<file path="src/rtl/block_dequantiser_stream.sv">
// block_dequantiser_stream
// Fully pipelined MPEG-2 inverse quantiser. Expands a valid/ready stream of
// run/level/EOB tokens into 64 coefficients per block (one per cycle), looks up
// scan order and weights through external one-cycle ROMs and writes the
// dequantised, saturated coefficients with raster addresses.
//
// Optional feature: define BLOCK_DEQUANT_MISMATCH_EN to enable MPEG-2 mismatch
// control (LSB of the position-63 output toggled when the block sum is even).
//
// Ports:
//   clk, rst                       clock, asynchronous active-high reset
//   start_i / busy_o / done_o      block control and status
//   err_o                          sticky run-overflow / bad DC run flag
//   macroblock_intra_i .. alternate_scan_i   block parameters, sampled on start
//   coeff_*                        token stream (valid/ready)
//   scan_addr_o / scan_data_i      scan ROM port, data one cycle after address
//   weight_addr_o / weight_data_i  weight ROM port, data one cycle after address
//   out_valid_o / out_addr_o / out_data_o   coefficient write port
module block_dequantiser_stream #(
  parameter int unsigned LEVEL_WIDTH = 12,
  parameter int unsigned OUT_WIDTH   = 12
) (
  input  logic                          clk,
  input  logic                          rst,
  input  logic                          start_i,
  output logic                          busy_o,
  output logic                          done_o,
  output logic                          err_o,
  input  logic                          macroblock_intra_i,
  input  logic [1:0]                    intra_dc_precision_i,
  input  logic                          quant_scale_type_i,
  input  logic [4:0]                    quant_scale_code_i,
  input  logic                          alternate_scan_i,
  input  logic                          coeff_valid_i,
  output logic                          coeff_ready_o,
  input  logic [5:0]                    coeff_run_i,
  input  logic signed [LEVEL_WIDTH-1:0] coeff_level_i,
  input  logic                          coeff_eob_i,
  output logic [6:0]                    scan_addr_o,
  input  logic [5:0]                    scan_data_i,
  output logic [6:0]                    weight_addr_o,
  input  logic [7:0]                    weight_data_i,
  output logic                          out_valid_o,
  output logic [5:0]                    out_addr_o,
  output logic signed [OUT_WIDTH-1:0]   out_data_o
);

  localparam int unsigned PW = LEVEL_WIDTH + 17;
  localparam logic signed [PW-1:0] SatMax = PW'((1 << (OUT_WIDTH - 1)) - 1);
  localparam logic signed [PW-1:0] SatMin = ~SatMax;

  typedef enum logic [1:0] {StIdle, StRun, StFill} state_e;

  state_e state_q, state_d;
  logic       intra_q, alt_q, first_q, err_q;
  logic [1:0] dcprec_q;
  logic [7:0] qs_q, qs_new;
  logic [5:0] pos_q;

  logic                          hold_v_q, hold_eob_q;
  logic [5:0]                    hold_run_q;
  logic signed [LEVEL_WIDTH-1:0] hold_lvl_q;

  logic                          v1_q, dc1_q, last1_q, v2_q, dc2_q, last2_q;
  logic signed [LEVEL_WIDTH-1:0] lvl1_q, lvl2_q;
  logic [5:0]                    raster2_q;
  logic                          out_valid_q, done_q;
  logic [5:0]                    out_addr_q;
  logic signed [OUT_WIDTH-1:0]   out_data_q, out_next;

  logic busy, start_ok, accept;
  logic issue, issue_dc, free, to_fill, set_err, run_dec;
  logic signed [LEVEL_WIDTH-1:0] issue_lvl;
  logic [6:0] run_sum;

  assign busy     = (state_q != StIdle) | v1_q | v2_q | out_valid_q;
  assign start_ok = start_i & ~busy;
  assign run_sum  = {1'b0, pos_q} + {1'b0, hold_run_q};

  // Quantiser scale from code, linear or non-linear table.
  always_comb begin
    qs_new = '0;
    if (!quant_scale_type_i)             qs_new = {2'b00, quant_scale_code_i, 1'b0};
    else if (quant_scale_code_i == 5'd0) qs_new = '0;
    else if (quant_scale_code_i <= 5'd8) qs_new = {3'b000, quant_scale_code_i};
    else if (quant_scale_code_i <= 5'd16) qs_new = ({3'b000, quant_scale_code_i} << 1) - 8'd8;
    else if (quant_scale_code_i <= 5'd24) qs_new = ({3'b000, quant_scale_code_i} << 2) - 8'd40;
    else                                  qs_new = ({3'b000, quant_scale_code_i} << 3) - 8'd136;
  end

  // Token expansion: decide what (if anything) is issued at pos_q this cycle.
  always_comb begin
    issue     = 1'b0;
    issue_lvl = '0;
    issue_dc  = 1'b0;
    free      = 1'b0;
    to_fill   = 1'b0;
    set_err   = 1'b0;
    run_dec   = 1'b0;
    unique case (state_q)
      StRun: begin
        if (hold_v_q) begin
          issue = 1'b1;
          if (hold_eob_q) begin
            free    = 1'b1;
            to_fill = 1'b1;
          end else if (intra_q && first_q) begin
            // Intra DC: run is forced to zero, a nonzero run is only flagged.
            issue_lvl = hold_lvl_q;
            issue_dc  = 1'b1;
            free      = 1'b1;
            set_err   = (hold_run_q != 6'd0);
          end else if (run_sum > 7'd63) begin
            // Level would land past position 63: drop it and zero-fill.
            set_err = 1'b1;
            free    = 1'b1;
            to_fill = 1'b1;
          end else if (hold_run_q != 6'd0) begin
            run_dec = 1'b1;
          end else begin
            issue_lvl = hold_lvl_q;
            free      = 1'b1;
          end
        end
      end
      StFill:  issue = 1'b1;
      default: ;
    endcase
  end

  always_comb begin
    state_d = state_q;
    unique case (state_q)
      StIdle:  if (start_ok) state_d = StRun;
      StRun: begin
        if (issue && pos_q == 6'd63) state_d = StIdle;
        else if (to_fill)            state_d = StFill;
      end
      StFill:  if (pos_q == 6'd63) state_d = StIdle;
      default: state_d = StIdle;
    endcase
  end

  // Refill the holder in the same cycle its level leaves, unless the block ends.
  assign coeff_ready_o = (state_q == StRun) &&
                         (!hold_v_q || (free && !to_fill && pos_q != 6'd63));
  assign accept        = coeff_valid_i & coeff_ready_o;

  always_ff @(posedge clk or posedge rst) begin
    if (rst) begin
      state_q    <= StIdle;
      intra_q    <= 1'b0;
      alt_q      <= 1'b0;
      dcprec_q   <= '0;
      qs_q       <= '0;
      pos_q      <= '0;
      first_q    <= 1'b0;
      err_q      <= 1'b0;
      hold_v_q   <= 1'b0;
      hold_eob_q <= 1'b0;
      hold_run_q <= '0;
      hold_lvl_q <= '0;
    end else begin
      state_q <= state_d;
      if (start_ok) begin
        intra_q  <= macroblock_intra_i;
        alt_q    <= alternate_scan_i;
        dcprec_q <= intra_dc_precision_i;
        qs_q     <= qs_new;
        pos_q    <= '0;
        first_q  <= 1'b1;
        err_q    <= 1'b0;
        hold_v_q <= 1'b0;
      end else begin
        if (issue)   pos_q   <= pos_q + 6'd1;
        if (free)    first_q <= 1'b0;
        if (set_err) err_q   <= 1'b1;
        if (accept) begin
          hold_v_q   <= 1'b1;
          hold_eob_q <= coeff_eob_i;
          hold_run_q <= coeff_run_i;
          hold_lvl_q <= coeff_level_i;
        end else if (free) begin
          hold_v_q <= 1'b0;
        end else if (run_dec) begin
          hold_run_q <= hold_run_q - 6'd1;
        end
      end
    end
  end

  // Arithmetic stage (S2): weighting, scaling, truncating divide, saturation.
  logic signed [PW-1:0] lvl_ext, k_val, w_ext, qs_ext, prod, quot, dc_val, f_val, sat_val;
  logic [1:0] dc_shift;

  always_comb begin
    lvl_ext  = {{17{lvl2_q[LEVEL_WIDTH-1]}}, lvl2_q};
    w_ext    = {{(PW - 8){1'b0}}, weight_data_i};
    qs_ext   = {{(PW - 8){1'b0}}, qs_q};
    k_val    = '0;
    if (!intra_q) begin
      if (lvl2_q < 0)      k_val = '1;
      else if (lvl2_q > 0) k_val = PW'(1);
    end
    prod     = ((lvl_ext <<< 1) + k_val) * w_ext * qs_ext;
    quot     = prod[PW-1] ? -((-prod) >>> 5) : (prod >>> 5);
    dc_shift = 2'd3 - dcprec_q;
    dc_val   = lvl_ext <<< dc_shift;
    f_val    = dc2_q ? dc_val : quot;
    if (f_val > SatMax)      sat_val = SatMax;
    else if (f_val < SatMin) sat_val = SatMin;
    else                     sat_val = f_val;
  end

`ifdef BLOCK_DEQUANT_MISMATCH_EN
  logic par_q, par_all;
  assign par_all  = par_q ^ sat_val[0];
  assign out_next = (last2_q && !par_all) ? {sat_val[OUT_WIDTH-1:1], ~sat_val[0]}
                                          : sat_val[OUT_WIDTH-1:0];
  always_ff @(posedge clk or posedge rst) begin
    if (rst)           par_q <= 1'b0;
    else if (start_ok) par_q <= 1'b0;
    else if (v2_q)     par_q <= par_all;
  end
`else
  assign out_next = sat_val[OUT_WIDTH-1:0];
`endif

  always_ff @(posedge clk or posedge rst) begin
    if (rst) begin
      v1_q        <= 1'b0;
      dc1_q       <= 1'b0;
      last1_q     <= 1'b0;
      lvl1_q      <= '0;
      v2_q        <= 1'b0;
      dc2_q       <= 1'b0;
      last2_q     <= 1'b0;
      lvl2_q      <= '0;
      raster2_q   <= '0;
      out_valid_q <= 1'b0;
      done_q      <= 1'b0;
      out_addr_q  <= '0;
      out_data_q  <= '0;
    end else begin
      v1_q        <= issue;
      dc1_q       <= issue_dc;
      last1_q     <= issue && (pos_q == 6'd63);
      lvl1_q      <= issue_lvl;
      v2_q        <= v1_q;
      dc2_q       <= dc1_q;
      last2_q     <= last1_q;
      lvl2_q      <= lvl1_q;
      raster2_q   <= scan_data_i;
      out_valid_q <= v2_q;
      done_q      <= v2_q & last2_q;
      out_addr_q  <= v2_q ? raster2_q : '0;
      out_data_q  <= v2_q ? out_next : '0;
    end
  end

  assign scan_addr_o   = issue ? {alt_q, pos_q} : '0;
  assign weight_addr_o = v1_q ? {intra_q, scan_data_i} : '0;
  assign busy_o        = busy;
  assign err_o         = err_q;
  assign done_o        = done_q;
  assign out_valid_o   = out_valid_q;
  assign out_addr_o    = out_addr_q;
  assign out_data_o    = out_data_q;

endmodule

</file>
<file path="config.mk">
export PLATFORM = sky130hd
export DESIGN_NAME = block_dequantiser_stream
export DESIGN_NICKNAME = d
export VERILOG_FILES = /design/src/rtl/block_dequantiser_stream.sv
export SDC_FILE = /design/constraint.sdc
export NUM_CORES = 1
export LEC_CHECK = 0
export CAP_MARGIN = 20
export CELL_PAD_IN_SITES_DETAIL_PLACEMENT = 0
export CELL_PAD_IN_SITES_GLOBAL_PLACEMENT = 1
export CORE_ASPECT_RATIO = 1.75
export CORE_MARGIN = 2
export CORE_UTILIZATION = 40
export DETAILED_ROUTE_END_ITERATION = 16
export MAX_ROUTING_LAYER = met4
export PLACE_DENSITY = 0.81
export SYNTH_ARGS = -nofsm -noshare
export SYNTH_HDL_FRONTEND = slang
export SYNTH_SLANG_ARGS = --single-unit
</file>
<file path="constraint.sdc">
create_clock -name clk -period 13.7 [get_ports clk]
set_clock_uncertainty 0.2 [all_clocks]
set_input_delay 4.11 -clock clk [delete_from_list [all_inputs] [get_ports clk]]
set_output_delay 4.11 -clock clk [all_outputs]
set_load 0.01 [all_outputs]
</file>
* Yosys cells after proc, flatten, opt, wreduce, memory -nomap -nowiden
Cells that the tools add are included.
Word-level totals: flip-flop bits (word level) 98, input bits 47
Cells by class: add/sub/neg operators 10, multipliers 2, $lt $le $gt $ge 8, eq/ne operators 8, shift operators 1, muxes and demuxes 65, bitwise gates (word level) 8, reductions and logical operators 20
Operator list (count):
- $mux W29 | 4
- $mux W12 | 9
- $mul A29 B9 Y29 | 2
- $mux W8 | 5
- $mux W6 | 6
- $mux W1 | 33
- $add A13 B29 Y29 | 1
- $gt A29 B12 Y1 const B | 1
- $lt A29 B12 Y1 const B | 1
- $neg A24 Y29 | 1
- $neg A29 Y29 | 1
- $sshl A12 B2 Y29 | 1
- $mux W7 | 2
- $gt A12 B1 Y1 const B | 1
- $lt A12 B1 Y1 const B | 1
- $le A5 B5 Y1 const B | 2
- $reduce_bool A2 Y1 | 5
- $mux W2 | 4
- $sub A7 B6 Y8 const B | 1
- $sub A8 B8 Y8 const B | 1
- $add A6 B6 Y7 | 1
- $gt A7 B6 Y1 const B | 1
- $sub A6 B4 Y7 const B | 1
- $add A6 B1 Y6 const B | 1
- 23 further kinds | 36

* Depth between registers and ports, before layout
word-level depth 15, depth in mapped cells 56, gate-level depth less buffers 52

* Worst setup path before layout
No wires, ideal clock.
path type input -> register, start in weight_data_i[2], end reg out_data_q[10], in the netlist out_data_o[10], setup time 123 ps, arrival time 14481 ps, path slack -1104 ps, stages 46, path buffers 4, cell sequence clkbuf_1 > clkbuf_1 > nand2_1 > fa_1 > inv_1 > fa_1 > inv_1 > fa_1 > fa_1 > inv_1 > ha_1 > o211ai_1 > o21a_1 > a211oi_1 > a21o_1 > o21ai_0 > nor2b_1 > nor2b_1 > [... 10 more ...] > inv_1 > ha_1 > clkbuf_1 > nand2_1 > or3_1 > a211oi_1 > mux2i_1 > xor2_1 > o2111ai_1 > nor4bb_1 > a31o_1 > nand2_1 > xnor2_1 > nor4b_2 > a41oi_1 > a41oi_2 > buf_6 > o21ai_2
On the way: cells in the longest elaborated chain, start to end 10, elaborated cells between the ends (all ways) 11, those cells by class 2 x add/sub; 2 x mul; 2 x order compare; 5 x mux
Ends and longest elaborated chain:
- start: declaration | RTL line 42 | input logic [7:0] weight_data_i,
- $mul A29 B9 Y29 (*) (2 in series) | RTL line 205 | prod = ((lvl_ext <<< 1) + k_val) * w_ext * qs_ext;
- $neg A29 Y29 | RTL line 206 | quot = prod[PW-1] ? -((-prod) >>> 5) : (prod >>> 5);
- $neg A24 Y29 | RTL line 206
- $mux W29 (*) | RTL line 206
- $mux W29 (*) | RTL line 209 | f_val = dc2_q ? dc_val : quot;
- $lt A29 B12 Y1 | RTL line 211 | else if (f_val < SatMin) sat_val = SatMin;
- $mux W12 | RTL line 211
- $mux W12 (*) | RTL line 210 | if (f_val > SatMax) sat_val = SatMax;
- $mux W12 (*) | RTL line 257 | out_data_q <= v2_q ? out_next : '0;
- end signal: assignment | RTL line 257
- end: declaration | RTL line 69 | logic signed [OUT_WIDTH-1:0] out_data_q, out_next;
Every way passes the cells marked *; elsewhere a longest branch is shown, timed or not. A chain may end at the register's enable or synchronous reset.

* Worst setup path in the final report
start in weight_data_i[2], end reg out_data_q[8], in the netlist out_data_o[8]
The elaborated chain is that of the path after synthesis.

==> qor.yml <==
outcome: "finished, violations left"
violations: "design-rule violations, negative setup slack"
routed_wl_um: 53600
syn2layout_area_growth_pct: 27.7
drc: 1
synth_top_family_by_area: "adder cells"
synthAdderAreaFrac_pct: 38.7
grt_setup_unrepaired: "true"
r2r_slack_ps: 1110
die-area_mm2: 0.0485
wl_per_cell_um: 17.3
fin_ws_ps: -481
synthCells: 2150
r2r_end: "out_data_o[4]"
initial_core_util_pct: 40.6
yosys.area_share.xor_xnor_pct: 5.18
clk_pin_slew_worst_paths_ps: 80
cp-start-kind: "input port"
via_count: 16200
grt_antenna_before_repair: 0
ios: 84
crit_slowest_cell: "fa_1"
tightest_slew_ps: 1070
seq_area_frac_synth_pct: 13.1
netlist_area_mm2: 0.0187
r2r_cells: 50
drv_cap: 0
synthSimpleGateAreaFrac_pct: 20.7
grt_pass1_vias: 18100
drt_pass1_iterations: 11
portBuffers: 83
worstPathArrival_ps: 14210
drt-initial-drc-count: 829
place_congestion: 0.934
ant_nets: 0
via_per_inst: 5.22
cts_made_buffers: 9
grt_overflow: 0
yosysUniqueCellTypes: 91
htreeDepth: 3
yosys_warnings: 0
yosys-top-cells-count: "inv_1, nand2_1, fa_1"
finalSetupViolations: 11
crit_top_cell: "fa_1"
critical-path-max-stage-delay_ps: 560
crit_start: "weight_data_i[2]"
placementRows: 104
max_slew_margin_pct: 28.6
worstSkewPairLatency_ps: 350
clockRootBuffer: "clkbuf_16"
async_flop_share_pct: 100
drive_above_1_share_pct: 21.6
coreArea_mm2: 0.0461
fmax_mhz: 70.5
synth_compound_area_share_pct: 10.4
syn_nets: 2608
hold_viol: 0
grt_usage_pct: 23.7
end_kind: "register"
syn_area_per_cell_um2: 8.69
endpoint: "out_data_o[8]"
cts.sinks: 98
max-clock-path-buffers: 2
synth.area.mux_share_pct: 2.64
grt_max_degree: 51
synth_area_leader_cell: "fa_1"
hp-class: "register to register"
layout_min_cycle_time_ps: 14180
finalCritPeriodShare_pct: 104
final_util_pct: 51.8
synth_most_common_cell: "inv_1"
chipWidth_um: 167
dp_hpwl_um: 43500
critical_path_class: "input port to register"
reg2reg_from: "intra_q"
slew_viol_final: 0
synth_ff_type: "dfrtp_1"
synth_area_leaders: "fa_1, dfrtp_1, ha_1"
crit_required_ps: 13730
grt_pass1_wl_um: 90300
synth_top_area_share_pct: 29.7
die_h_um: 290
tritoncts: "done"
antenna_cells: 0
nets: 2966
ys_ff_latch: 98
cp_max_fo: 5
synth_edf_count: 0
final cells by class:
| class | count | area (um2) |
|---|---|---|
| clock buffer | 9 | 225 |
| clock inverter | 7 | 81.3 |
| fill | 4242 | 22200 |
| inverter | 374 | 1410 |
| multi-input combinational | 1596 | 15300 |
| sequential | 98 | 2450 |
| tap | 583 | 729 |
| timing repair buffer | 429 | 3650 |
stage by stage:
stage | std cells | cell area (um2) | setup WS (ps) | TNS, ps | hold slack [ps]
finish | 3096 | 23900 | -481 | -5100 | 141
global route | 3096 | 23900 | -970 | -10700 | 151
CTS | 3092 | 23700 | -562 | -5930 | 145
detailed placement | 3040 | 22500 | -1500 | -17140 | 135
global placement | 3040 | 22500 | -1450 | -16730 | 132
floorplan | 2150 | 19000 | -366 | -3880 | 131
timing repair:
item	CTS	global route
pin swaps	66	27
gates resized for setup	156	27
endpoints found under the hold margin	0	0
buffers inserted	30	4
gates cloned	6	0
setup endpoints to repair	12	12
hold buffers	0	0
sequential cells by signal, indices dropped and copies added, names as in the netlist, 2 cells and up:
register    count
out_data_o     12
dcprec_q        2
pos_q           6
hold_lvl_q     12
hold_run_q      6
qs_q            8
lvl2_q         12
raster2_q       6
lvl1_q         12
out_addr_o      6
state_q         2
layer usage:
layer / share of wire (%) / vias to the layer above / track usage, % / routed length (um)
met3: 2.6 / 197 / 1.68 / 1410
met1: 36 / 8017 / 24.0 / 19100
li1: - / 7536 / - / -
met4: 6.5 / 0 / 12.5 / 3470
met5: 0 / - / - / 0
met2: 55 / 400 / 45.0 / 29700
cell usage in the layout, fill, tap and decap left out, drive strengths merged, types with 8 or more instances in the layout:
master and n:
a211oi 17, a21o 25, a21oi 66, a31oi 9
and2 206, and3 17, buf 351, clkbuf 10
clkdlybuf4s50 75, dfrtp 98, fa 277, ha 134
inv 376, mux2 18, mux2i 29, nand2 291
nand2b 14, nand3 28, nand4 14, nor2 69
nor2b 25, nor3 27, nor3b 8, nor4 14
o211ai 10, o21a 12, o21ai 71, or3 10
xnor2 70, xor2 29
worst min path at each step:
| stage | start | to | slack [ps] | cells after the start |
|---|---|---|---|---|
| global route | lvl1_q[9] | lvl2_q[9] | 150 | 0 |
| global placement | lvl1_q[6] | lvl2_q[6] | 130 | 0 |
| finish | lvl1_q[9] | lvl2_q[9] | 140 | 0 |
| CTS | lvl1_q[9] | lvl2_q[9] | 150 | 0 |
| floorplan | dc1_q | dc2_q | 130 | 0 |
| detailed placement | lvl1_q[0] | lvl2_q[0] | 130 | 0 |
kinds of logic (layout without fill, tap and decap cells):
group / count (synthesis) / after routing
AOI/OAI and AO/OA: 281 / 281
buffers and inverters: 458 / 819
adders and majority gates: 411 / 411
muxes: 47 / 47
and+or+nand+nor: 752 / 752
DFF: 98 / 98
xor gates and xnor gates: 103 / 105
critical path, delay by kind of cell:
kind | cells | cell delay [ps]
muxes | 1 | 250
xor gates and xnor gates | 3 | 570
AOI/OAI and AO/OA | 11 | 1550
adders and majority gates | 10 | 4640
and+or+nand+nor | 11 | 1910
buffers and inverters | 12 | 1190
Power is left out: the tool's default activity adds up to more than one toggle a clock period on the data nets, which glitch-free logic cannot reach.
